### src/rtl/mux_pkg.sv
// Shared definitions for the mux_n_pipe steering stage.
//   fifo_state_t  : occupancy states of the 2-entry output queue
//   calc_sel_w    : select width for n channels, never below 1
//   sel_in_range  : 1 when sel addresses an existing channel
//   MUX_ENTRY_T   : packed queue entry {data, err} for a given data width
`ifndef MUX_PKG_ENTRY_DEFINED
`define MUX_PKG_ENTRY_DEFINED
`define MUX_ENTRY_T(WD) struct packed { logic [(WD)-1:0] data; logic err; }
`endif

package mux_pkg;

  typedef enum logic [1:0] {
    FIFO_EMPTY = 2'd0,
    FIFO_ONE   = 2'd1,
    FIFO_FULL  = 2'd2
  } fifo_state_t;

  function automatic int calc_sel_w(input int n);
    return (n <= 2) ? 1 : $clog2(n);
  endfunction

  // Written as if/else on purpose: an X/Z select makes the condition
  // unknown, which takes the else branch in simulation and reports the
  // select as out of range. Hardware sees only the compare.
  function automatic bit sel_in_range(input logic [31:0] sel, input int unsigned n);
    bit ok;
    if (sel < n) ok = 1'b1;
    else         ok = 1'b0;
    return ok;
  endfunction

endpackage

### src/rtl/skid_fifo2.sv
// Generic 2-entry valid/ready queue with registered head output.
//   clk, rst            : clock, synchronous active-high reset
//   in_valid/in_ready   : write side; in_ready depends on state only
//   in_data [PW]        : payload written on push
//   out_valid/out_ready : read side; out_valid = queue not empty
//   out_data [PW]       : head entry, straight from a register
module skid_fifo2
  import mux_pkg::*;
#(
  parameter int PW = 9
) (
  input  logic          clk,
  input  logic          rst,
  input  logic          in_valid,
  output logic          in_ready,
  input  logic [PW-1:0] in_data,
  output logic          out_valid,
  input  logic          out_ready,
  output logic [PW-1:0] out_data
);

  fifo_state_t   state_reg, state_next;
  logic [PW-1:0] head_reg, head_next;
  logic [PW-1:0] tail_reg, tail_next;
  logic          push, pop;

  assign in_ready  = (state_reg != FIFO_FULL);
  assign out_valid = (state_reg != FIFO_EMPTY);
  assign out_data  = head_reg;

  assign push = in_valid && in_ready;
  assign pop  = out_valid && out_ready;

  always_comb begin
    state_next = state_reg;
    head_next  = head_reg;
    tail_next  = tail_reg;
    case (state_reg)
      FIFO_EMPTY: begin
        if (push) begin
          state_next = FIFO_ONE;
          head_next  = in_data;
        end
      end
      FIFO_ONE: begin
        if (push && !pop) begin
          state_next = FIFO_FULL;
          tail_next  = in_data;
        end else if (pop && !push) begin
          state_next = FIFO_EMPTY;
        end else if (push && pop) begin
          // Old head leaves, new word replaces it directly.
          head_next = in_data;
        end
      end
      FIFO_FULL: begin
        if (pop) begin
          state_next = FIFO_ONE;
          head_next  = tail_reg;
        end
      end
      default: state_next = FIFO_EMPTY;
    endcase
  end

  always_ff @(posedge clk) begin
    if (rst) begin
      state_reg <= FIFO_EMPTY;
      head_reg  <= '0;
      tail_reg  <= '0;
    end else begin
      state_reg <= state_next;
      head_reg  <= head_next;
      tail_reg  <= tail_next;
    end
  end

endmodule

### src/rtl/mux_n_pipe.sv
// N-way word select feeding a 2-entry valid/ready output queue.
//   clk, rst             : clock, synchronous active-high reset
//   in_valid/in_ready    : input handshake
//   in_sel [SEL_W]       : channel select, sampled on push only
//   in_data [N_IN*W]     : flat bus, channel k at [k*W +: W]
//   out_valid/out_ready  : output handshake
//   out_data [W]         : selected word (DEFAULT_VAL on bad select)
//   out_sel_err          : entry came from an out-of-range select
//   err_cnt [CNT_W]      : saturating count of accepted bad selects
//   cnt_clr              : synchronous clear of err_cnt
module mux_n_pipe
  import mux_pkg::*;
#(
  parameter int          N_IN        = 4,
  parameter int          W           = 8,
  parameter int          SEL_W       = calc_sel_w(N_IN),
  parameter logic [W-1:0] DEFAULT_VAL = '0,
  parameter int          CNT_W       = 16
) (
  input  logic              clk,
  input  logic              rst,
  input  logic              in_valid,
  output logic              in_ready,
  input  logic [SEL_W-1:0]  in_sel,
  input  logic [N_IN*W-1:0] in_data,
  output logic              out_valid,
  input  logic              out_ready,
  output logic [W-1:0]      out_data,
  output logic              out_sel_err,
  output logic [CNT_W-1:0]  err_cnt,
  input  logic              cnt_clr
);

  typedef `MUX_ENTRY_T(W) entry_t;

  localparam logic [CNT_W-1:0] CNT_MAX = '1;

  logic [W-1:0]     chan [N_IN];
  logic             sel_ok;
  logic             push;
  logic             err_inc;
  entry_t           entry_in;
  entry_t           entry_head;
  logic [CNT_W-1:0] err_cnt_reg, err_cnt_next;

  generate
    for (genvar gi = 0; gi < N_IN; gi++) begin : g_chan
      assign chan[gi] = in_data[gi*W +: W];
    end
  endgenerate

  assign sel_ok  = sel_in_range(32'(in_sel), N_IN);
  assign push    = in_valid && in_ready;
  assign err_inc = push && !sel_ok;

  always_comb begin
    entry_in.data = DEFAULT_VAL;
    entry_in.err  = 1'b1;
    if (sel_ok) begin
      entry_in.data = chan[in_sel];
      entry_in.err  = 1'b0;
    end
  end

  // A clear in the same cycle as a new error leaves that error counted.
  always_comb begin
    err_cnt_next = err_cnt_reg;
    if (cnt_clr)
      err_cnt_next = err_inc ? CNT_W'(1) : '0;
    else if (err_inc && err_cnt_reg != CNT_MAX)
      err_cnt_next = err_cnt_reg + 1'b1;
  end

  always_ff @(posedge clk) begin
    if (rst) err_cnt_reg <= '0;
    else     err_cnt_reg <= err_cnt_next;
  end

  skid_fifo2 #(
    .PW (W + 1)
  ) u_fifo (
    .clk       (clk),
    .rst       (rst),
    .in_valid  (in_valid),
    .in_ready  (in_ready),
    .in_data   (entry_in),
    .out_valid (out_valid),
    .out_ready (out_ready),
    .out_data  (entry_head)
  );

  assign out_data    = entry_head.data;
  assign out_sel_err = entry_head.err;
  assign err_cnt     = err_cnt_reg;

endmodule

### config.mk
export PLATFORM = sky130hd
export DESIGN_NAME = mux_n_pipe
export DESIGN_NICKNAME = d
export VERILOG_FILES = /design/src/rtl/mux_pkg.sv /design/src/rtl/skid_fifo2.sv /design/src/rtl/mux_n_pipe.sv
export SDC_FILE = /design/constraint.sdc
export NUM_CORES = 1
export LEC_CHECK = 0
export BUFFER_PORTS_ARGS = -buffer_cell sky130_fd_sc_hd__buf_2
export CAP_MARGIN = 20
export CORE_ASPECT_RATIO = 1.1
export CORE_MARGIN = 3
export CORE_UTILIZATION = 44
export CTS_BUF_LIST = sky130_fd_sc_hd__clkbuf_16
export CTS_CLUSTER_DIAMETER = 200
export DETAILED_ROUTE_END_ITERATION = 10
export GPL_TIMING_DRIVEN = 0
export PLACE_DENSITY = 0.81
export SETUP_SLACK_MARGIN = 0.2
export SLEW_MARGIN = 15
export SYNTH_ARGS = -nofsm -noshare
export SYNTH_HDL_FRONTEND = slang
export SYNTH_SLANG_ARGS = --single-unit
export TNS_END_PERCENT = 10
### constraint.sdc
create_clock -name clk -period 1.53 [get_ports clk]
set_input_delay 0.153 -clock clk [delete_from_list [all_inputs] [get_ports clk]]
set_output_delay 0.153 -clock clk [all_outputs]
set_load 0.02 [all_outputs]
==> results.toml, run 1 <==
[cts]
postCtsHoldBufs = 0
cts_sinks = 18
clk_pin_slew_ps = 50
cts-root-buf = "clkbuf_16"
post-cts-setup-buffers = 0
clockBufferDepth = 2
cts_buffers = 3
cts_max_level = 1
insertion_delay_ps = 250
tritoncts = "yes"

[die]
pin_count = 66
rows = 19
start_util = 0.469
core_area_um2 = 2520
chipHeight_um = 60.4
dieWidth_um = 55.4
dieArea_um2 = 3350

[sta]
hold_viol = 0
maxSlewViolCount = 0
max_freq_ghz = 0.757
post-route-min-period_ps = 1320
fin_tns_setup_ps = 0
setup_viol_count_final = 0
timing.hold.ws_ps = 170
post-route-period-util = 0.863
clock_skew_ps = 3.39
rsz0062_at_grt = "yes"

[layout]
final_layout_size_suffix_gt1_frac = 0.556
antenna_cells = 0
fillers = 226
finalCoreUtilization = 0.634
area_growth_pct = 35.0
num-nets-final = 210

[synth]
synth-simple-area-share = 0.0741
ys.warnings.count = 0
synth_area_per_cell_um2 = 11.3
ys_ff_latch = 18
synth_top_family_by_area = "multiplexers"
synth_top_area_frac = 0.305
synth_common_cells = "18 x buf_4, 18 x dfxtp_1, 16 x mux2i_1"
synth-xor-area-share = 0
ys.flop_type = "dfxtp_1"
synth_largest_area_cell = "dfxtp_1"
yosysSeqAreaShare = 0.305
synth.distinct_cells = 24
synth_fa_ha_area_frac = 0
synth_cells = 105
synth-compound-area-share = 0.165
synth_edf_count = 0
ys_top_cells_by_area = "dfxtp_1 30%, mux4_2 15%, mux2i_1 14%"
synthMuxAreaShare = 0.301
synthesis.area_um2 = 1180
synthArstFlopShare = 0

[worst_setup_path]
crit_fanout = 8
rr_worst_depth = 3
required_ps = 1660
crit_path_start_kind = "register"
endpoint_kind = "register"
cp.arrival_ps = 1450
crit_type = "register to register"

[power_and_ir_drop]
power.density_nw_per_um2 = 890
ir_worst_vdd_v = 0.000581
leakagePower_nw = 0.779

[grt]
grt_pass1_wl_mm = 3.97
grt_pass1_vias = 918
antenna_found_initial = 0
grt_max_degree = 11
global_route.overflow_total = 0
grt_util_all_layers = 0.154

[placed_design]
numPortBuffers = 44
place_congestion = 0.752
hpwlAfterDp_mm = 2.04

[route]
vias = 982
via_per_inst = 4.91
remaining_drc_errors = 0
dr.pass1.iters = 2
drt_iter0_drc = 13
totalWireLength_mm = 2.57
wl_per_cell_um = 12.9
ant_nets = 0

[hold_path]
whs_path_depth = 2
hp-class = "input port to register"

[run]
max_cap_violations = 0

[status]
outcome = "finished clean"
placed cells by master (no fill, tap or decap), types with 3 or more instances in the layout:
cell type,instances
a211oi_1,9
buf_2,44
clkbuf_16,3
mux2i_1,16
dfxtp_1,16
conb_1,17
a211oi_2,8
buf_4,19
mux4_2,8
nor2_1,8
stage by stage:
stage	std cells	power [mW]	worst slack [ps]	instance area (um^2)
floorplan	121	0.812	287	1240
global placement	196	0.901	233	1500
detailed placement	196	0.911	185	1500
CTS	199	1.43	172	1580
global route	200	1.49	163	1600
finish	200	1.42	209	1600
path summary, 6_finish.rpt:
check        slack [ps]             endpoint                start
min                 170  u_fifo.state_reg[1]            out_ready
min reg2reg         500   u_fifo.tail_reg[8]   u_fifo.tail_reg[8]
max                 210   u_fifo.out_data[6]  u_fifo.state_reg[1]
max reg2reg         210   u_fifo.out_data[6]  u_fifo.state_reg[1]
power by group:
part / leakage, nW / switching, mW / internal, mW
Clock: 0.0370 / 0.168 / 0.344
Sequential: 0.148 / 0.0193 / 0.504
Combinational: 0.593 / 0.202 / 0.185
Total: 0.779 / 0.389 / 1.03
routing by layer:
| metal | GRT usage | wire, um |
|---|---|---|
| met1 | 0.170 | 1030 |
| met4 | 0.0972 | 72 |
| met3 | 0.0468 | 231 |
| met5 | 0 | 0 |
| met2 | 0.265 | 1230 |
timing repair:
| action | 4_1_cts | 5_1_grt |
|---|---|---|
| resized for setup | 1 | 3 |
| gates cloned | 0 | 1 |
| setup endpoints to repair | 9 | 10 |
critical path, stage by stage, from the launching register on:
cell      delay, ps
dfxtp_2         400
mux2_2          420
a211oi_1        310
a211oi_2         70
kinds of logic after synthesis:
family	after synthesis
muxes	25
DFF	18
buffers and inverters	25
other	1
AOI/OAI and AO/OA	20
and+or+nand+nor	16
final cells by class:
| class | count | area (um^2) | area share |
|---|---|---|---|
| well taps | 31 | 38.8 | 0.0243 |
| inverters | 1 | 7.51 | 0.00470 |
| flip-flops and latches | 18 | 363 | 0.227 |
| multi-input cells | 79 | 713 | 0.447 |
| clock buffers | 3 | 75.1 | 0.0470 |
| plain buffers | 24 | 179 | 0.112 |
| repair buffers | 44 | 220 | 0.138 |
No activity file was read; power rests on OpenSTA's default activity.
==> run 2, diff against run 1 <==
--- a/config.mk
+++ b/config.mk
@@ -9,15 +9,16 @@
 export CAP_MARGIN = 20
 export CORE_ASPECT_RATIO = 1.1
 export CORE_MARGIN = 3
-export CORE_UTILIZATION = 44
+export CORE_UTILIZATION = 45
 export CTS_BUF_LIST = sky130_fd_sc_hd__clkbuf_16
 export CTS_CLUSTER_DIAMETER = 200
 export DETAILED_ROUTE_END_ITERATION = 10
 export GPL_TIMING_DRIVEN = 0
-export PLACE_DENSITY = 0.81
+export PLACE_DENSITY = 0.8
 export SETUP_SLACK_MARGIN = 0.2
 export SLEW_MARGIN = 15
 export SYNTH_ARGS = -nofsm -noshare
 export SYNTH_HDL_FRONTEND = slang
+export SYNTH_HIERARCHICAL = 1
 export SYNTH_SLANG_ARGS = --single-unit
 export TNS_END_PERCENT = 10
==> results.toml, run 2 <==
[grt]
global_route.overflow_total = 0
grt_util_all_layers = 0.188
grt_max_degree = 13
antenna_found_initial = 0
grt_use_met3 = 0.0413
grt_pass1_wl_mm = 5.42
gr-usage-met1 = 0.218
grt-busiest-layer = "met2"
met2_usage = 0.342
grt_pass1_vias = 1191

[synth]
yosysSeqAreaShare = 0.303
synth.distinct_cells = 24
ys_top_cells_by_area = "dfxtp_1 30%, mux2i_1 14%, mux4_2 14%"
synthesis.area_um2 = 1320
synth_top_area_frac = 0.303
synthMostInstantiatedCell = "dfxtp_1"
ys_ff_latch = 20
synthArstFlopShare = 0
synth_edf_count = 0
synth_common_cells = "20 x dfxtp_1, 18 x buf_4, 18 x mux2i_1"
synth_largest_area_cell = "dfxtp_1"
synth_area_per_cell_um2 = 11.0
ys.warnings.count = 6
synth_cells = 120
ys.flop_type = "dfxtp_1"

[cts]
cts-root-buf = "clkbuf_16"
cts_sinks = 20
cts_max_level = 1
clockBufferDepth = 2
cts_buffers = 3
insertion_delay_ps = 250
clk_pin_slew_ps = 60
tritoncts = "yes"

[die]
dieWidth_um = 57.7
rows = 19
dieArea_um2 = 3620
start_util = 0.501
pin_count = 66
chipHeight_um = 62.8
core_area_um2 = 2640

[layout]
ff_latch_area_um2 = 405
fillers = 200
final_cell_mix = "44 x buf_2, 22 x buf_4, 18 x conb_1, 18 x mux2i_1, 18 x dfxtp_1"
area_growth_pct = 45.3
multi_input_area_um2 = 862
final_common_cell = "buf_2"
antenna_cells = 0
num-nets-final = 234
final_layout_size_suffix_gt1_frac = 0.581

[sta]
rsz0062_at_grt = "yes"
hold_viol = 0
fin_tns_setup_ps = -2670
timing.hold.ws_ps = 246
slew_headroom = 0.536
post-route-period-util = 1.21
worst_slew_pin_slew_ps = 696
max_freq_ghz = 0.541
setup_slack_ps = -319
maxSlewViolCount = 0
clock_skew_ps = 3.16
post-route-min-period_ps = 1850
setup_viol_count_final = 17

[power_and_ir_drop]
power.density_nw_per_um2 = 925
leakagePower_nw = 0.993
ir_worst_vdd_v = 0.000713

[route]
drt_iter0_drc = 15
vias = 1152
via_per_inst = 5.19
totalWireLength_mm = 3.22
wl_per_cell_um = 14.5
remaining_drc_errors = 0
dr.pass1.iters = 4
ant_nets = 0

[worst_setup_path]
path_delay_family = "buffers and inverters"
rrSetupSlack_ps = -320
path_common_cell = "buf_6"
critPathBufInv = 4
crit_type = "register to register"
endpoint_kind = "register"
required_ps = 1700
cp.arrival_ps = 2020
rr_worst_depth = 10
cpPeakStageDelay_ps = 350
path_cells = "nand2b_4, buf_12, nand2_8, inv_4, ha_2, and4bb_1, buf_6, a22o_4, buf_6, a211oi_2"
crit_fanout = 7
crit_path_start_kind = "register"
worstReg2RegEnd = "u_fifo/out_data[2]"
r2r_start = "u_fifo/state_reg[0]"
cp_slowest_cell = "dfxtp_4"

[run]
max_cap_violations = 0

[hold_path]
min_to = "u_fifo/state_reg[1]"
whs_path_depth = 3
min_from = "out_ready"
hp-class = "input port to register"

[placed_design]
place_congestion = 0.712
numPortBuffers = 45
hpwlAfterDp_mm = 2.38

[status]
failed_checks = "setup timing"
outcome = "finished, violations left"
run 2: cells by family (layout without fill, tap and decap cells):
group | count (synthesis) | count (layout) | share of synthesized area
AO/OA/AOI/OAI | 21 | 21 | 0.162
adder cells (fa/ha/maj) | 3 | 3 | 0.0284
buffers and inverters | 30 | 84 | 0.155
flip-flops | 20 | 20 | 0.303
multiplexers | 27 | 27 | 0.281
other | 1 | 18 | 0.00284
AND/OR/NAND/NOR | 18 | 18 | 0.0672
run 2: how the worst max path moves through the flow:
stage                        start                  to  slack, ps  cells past startpoint
2_1_floorplan  u_fifo/state_reg[0]  u_fifo/out_data[0]       -240                     10
3_3_place_gp   u_fifo/state_reg[0]  u_fifo/out_data[8]       -300                     10
3_5_place_dp   u_fifo/state_reg[0]  u_fifo/out_data[4]       -380                     10
4_1_cts        u_fifo/state_reg[0]  u_fifo/out_data[4]       -360                     10
5_1_grt        u_fifo/state_reg[0]  u_fifo/out_data[4]       -410                     10
6_report       u_fifo/state_reg[0]  u_fifo/out_data[2]       -320                     10
run 2: power by group:
part           internal, mW  leakage [nW]  switching, mW
combinational         0.230         0.777          0.243
sequential            0.560         0.165         0.0247
clock                 0.519        0.0511          0.199
run 2: stage by stage:
step | util | power, mW | cell area, um^2 | worst slack, ps | instances
after floorplan | - | 0.913 | 1420 | -236 | 137
after global placement | 0.639 | 1.01 | 1690 | -296 | 213
after detailed placement | 0.639 | 1.02 | 1690 | -378 | 213
after CTS | 0.705 | 1.76 | 1860 | -359 | 222
after global routing | 0.727 | 1.84 | 1920 | -408 | 222
final | 0.727 | 1.77 | 1920 | -319 | 222
run 2: routing by layer:
metal,up-vias,share of wire
met5,-,0
met4,0,0.0078
met3,4,0.073
met2,55,0.54
met1,538,0.37
li1,555,-
run 2: final cells by class:
type | count | share of cell area
multi-input combinational | 87 | 0.449
timing repair buffer | 50 | 0.145
sequential | 20 | 0.211
clock buffer | 3 | 0.0391
buffer | 26 | 0.109
inverter | 4 | 0.0111
tap | 31 | 0.0202
clock inverter | 1 | 0.0156
run 2: timing repair:
action | 4_1_cts | 5_1_grt
buffers inserted | 4 | 0
setup endpoints to repair | 20 | 21
gates cloned | 1 | 0
resized for setup | 7 | 11
pin swaps | 5 | 3
hold buffers | 0 | 0
run 2: worst register-to-register path, cell delays in order, from the launching register on:
cell	delay, ps
dfxtp_4	350
nand2b_4	130
buf_12	110
nand2_8	40
inv_4	60
ha_2	170
and4bb_1	190
buf_6	140
a22o_4	220
buf_6	130
a211oi_2	210
==> run 3, diff against run 2 <==
--- a/config.mk
+++ b/config.mk
@@ -7,14 +7,16 @@
 export LEC_CHECK = 0
 export BUFFER_PORTS_ARGS = -buffer_cell sky130_fd_sc_hd__buf_2
 export CAP_MARGIN = 20
+export CELL_PAD_IN_SITES_DETAIL_PLACEMENT = 1
+export CELL_PAD_IN_SITES_GLOBAL_PLACEMENT = 1
 export CORE_ASPECT_RATIO = 1.1
 export CORE_MARGIN = 3
-export CORE_UTILIZATION = 45
+export CORE_UTILIZATION = 34
 export CTS_BUF_LIST = sky130_fd_sc_hd__clkbuf_16
 export CTS_CLUSTER_DIAMETER = 200
 export DETAILED_ROUTE_END_ITERATION = 10
 export GPL_TIMING_DRIVEN = 0
-export PLACE_DENSITY = 0.8
+export PLACE_DENSITY = 0.81
 export SETUP_SLACK_MARGIN = 0.2
 export SLEW_MARGIN = 15
 export SYNTH_ARGS = -nofsm -noshare
==> results.toml, run 3 (same netlist as run 2, synthesis figures left out) <==
[layout]
final_common_cell = "buf_2"
num-nets-final = 237
final_layout_size_suffix_gt1_frac = 0.598
design_area_um2 = 1960
area_growth_pct = 48.1
final_cell_mix = "44 x buf_2, 25 x buf_4, 18 x conb_1, 18 x dfxtp_1, 17 x mux2i_1"
finalCoreUtilization = 0.531
antenna_cells = 0
stdcell_count = 244
fillers = 440

[grt]
grt_pass1_vias = 1200
global_route.overflow_total = 0
antenna_found_initial = 0
grt_use_met3 = 0.0219
met2_usage = 0.289
grt_max_degree = 12
gr-usage-met1 = 0.183
grt_util_all_layers = 0.160
grt-busiest-layer = "met2"
grt_pass1_wl_mm = 5.69

[status]
failed_checks = "setup timing"
outcome = "finished, violations left"

[power_and_ir_drop]
pwr-share-clk = 0.334
ir_worst_vdd_v = 0.000394
power.density_nw_per_um2 = 830
power.internal_mw = 1.15
sw_frac_of_total = 0.293
combPwrFrac = 0.305
pwr-share-seq = 0.360
leakagePower_nw = 0.993
power_mw = 1.62
power_switching_mw = 0.476

[sta]
clock_skew_ps = 3.22
worst_slew_pin_slew_ps = 673
max_freq_ghz = 0.539
post-route-period-util = 1.21
rsz0062_at_grt = "yes"
timing.hold.ws_ps = 279
maxSlewViolCount = 0
post-route-min-period_ps = 1860
hold_viol = 0
slew_headroom = 0.551
setup_slack_ps = -326
setup_viol_count_final = 17

[worst_setup_path]
crit_start = "u_fifo/state_reg[1]"
endpoint = "u_fifo/out_data[4]"
endpoint_kind = "register"
required_ps = 1700
r2r_start = "u_fifo/state_reg[1]"
crit_type = "register to register"
rr_worst_depth = 8
path_delay_family = "simple AND/OR/NAND/NOR gates"
crit_path_start_kind = "register"
path_cells = "or2_4, nand2_4, ha_2, and4bb_1, buf_6, a22o_4, buf_6, a211oi_2"
rrSetupSlack_ps = -330
crit_fanout = 8
worstReg2RegEnd = "u_fifo/out_data[4]"
path_common_cell = "buf_6"
cpPeakStageDelay_ps = 360
cp.arrival_ps = 2020
critPathBufInv = 2
cp.depth = 8
cp_slowest_cell = "dfxtp_4"

[die]
start_util = 0.359
chipHeight_um = 71.4
pin_count = 66
rows = 23
dieWidth_um = 65.4
core_area_um2 = 3680
dieArea_um2 = 4670

[cts]
insertion_delay_ps = 250
cts_buffers = 3
postCtsHoldBufs = 0
clockBufferDepth = 2
cts-root-buf = "clkbuf_16"
tritoncts = "yes"
cts_max_level = 1
cts_sinks = 20
clk_pin_slew_ps = 50

[route]
remaining_drc_errors = 0
totalWireLength_mm = 3.62
wl_per_cell_um = 14.8
drt_iter0_drc = 29
dr.pass1.iters = 4
vias = 1168
ant_nets = 0
via_per_inst = 4.79

[run]
max_cap_violations = 0

[placed_design]
hpwlAfterDp_mm = 2.64
placed_cells = 232
dpl_cell_area_um2 = 1710
place_congestion = 0.709
numPortBuffers = 45

[hold_path]
hp-class = "input port to register"
[run 3: worst min-delay path, stage by stage]
cell    delay [ps]
buf_2          130
o22a_1         180
nor2_2          30
[run 3: worst min path at each step]
stage	to	cells past startpoint	slack, ps	startpoint
finish	u_fifo/state_reg[1]	3	280	out_ready
detailed placement	u_fifo/tail_reg[2]	2	480	u_fifo/tail_reg[2]
floorplan	u_fifo/state_reg[1]	2	340	out_ready
CTS	u_fifo/state_reg[1]	3	250	out_ready
global route	u_fifo/state_reg[1]	3	310	out_ready
global placement	u_fifo/state_reg[1]	3	470	out_ready
[run 3: per-stage QoR]
stage	TNS [ps]	worst slack, ps
global placement	-3890	-296
CTS	-3190	-355
detailed placement	-5160	-365
finish	-3090	-326
global route	-4380	-386
floorplan	-2430	-236
[run 3: cell type report]
cell class	count	area, um^2	share of cell area
Clock buffer	3	75.1	0.0384
Sequential cell	20	408	0.208
Inverter	4	23.8	0.0121
Multi-Input combinational cell	87	882	0.451
Timing Repair Buffer	53	292	0.149
Buffer	26	210	0.107
Clock inverter	1	3.75	0.00192
Tap cell	50	62.6	0.0320
[run 3: power groups by stage]
stage | sequential, mW | clock, mW | combinational, mW
CTS | 0.583 | 0.557 | 0.457
finish | 0.586 | 0.543 | 0.496
global route | 0.589 | 0.591 | 0.538
detailed placement | 0.595 | 0 | 0.434
floorplan | 0.621 | 0 | 0.292
global placement | 0.593 | 0 | 0.420
[run 3: metal layers]
layer  vias up  part of all wire
met5         -                 0
met4         0             0.020
met3         5             0.066
met2        52              0.53
met1       547              0.38
li1        564                 -
[run 3: what timing repair did]
action | in CTS | in global routing
setup endpoints to repair | 20 | 21
resized for setup | 8 | 18
gates cloned | 1 | 0
pin swaps | 4 | 6
setup buffers | 5 | 2
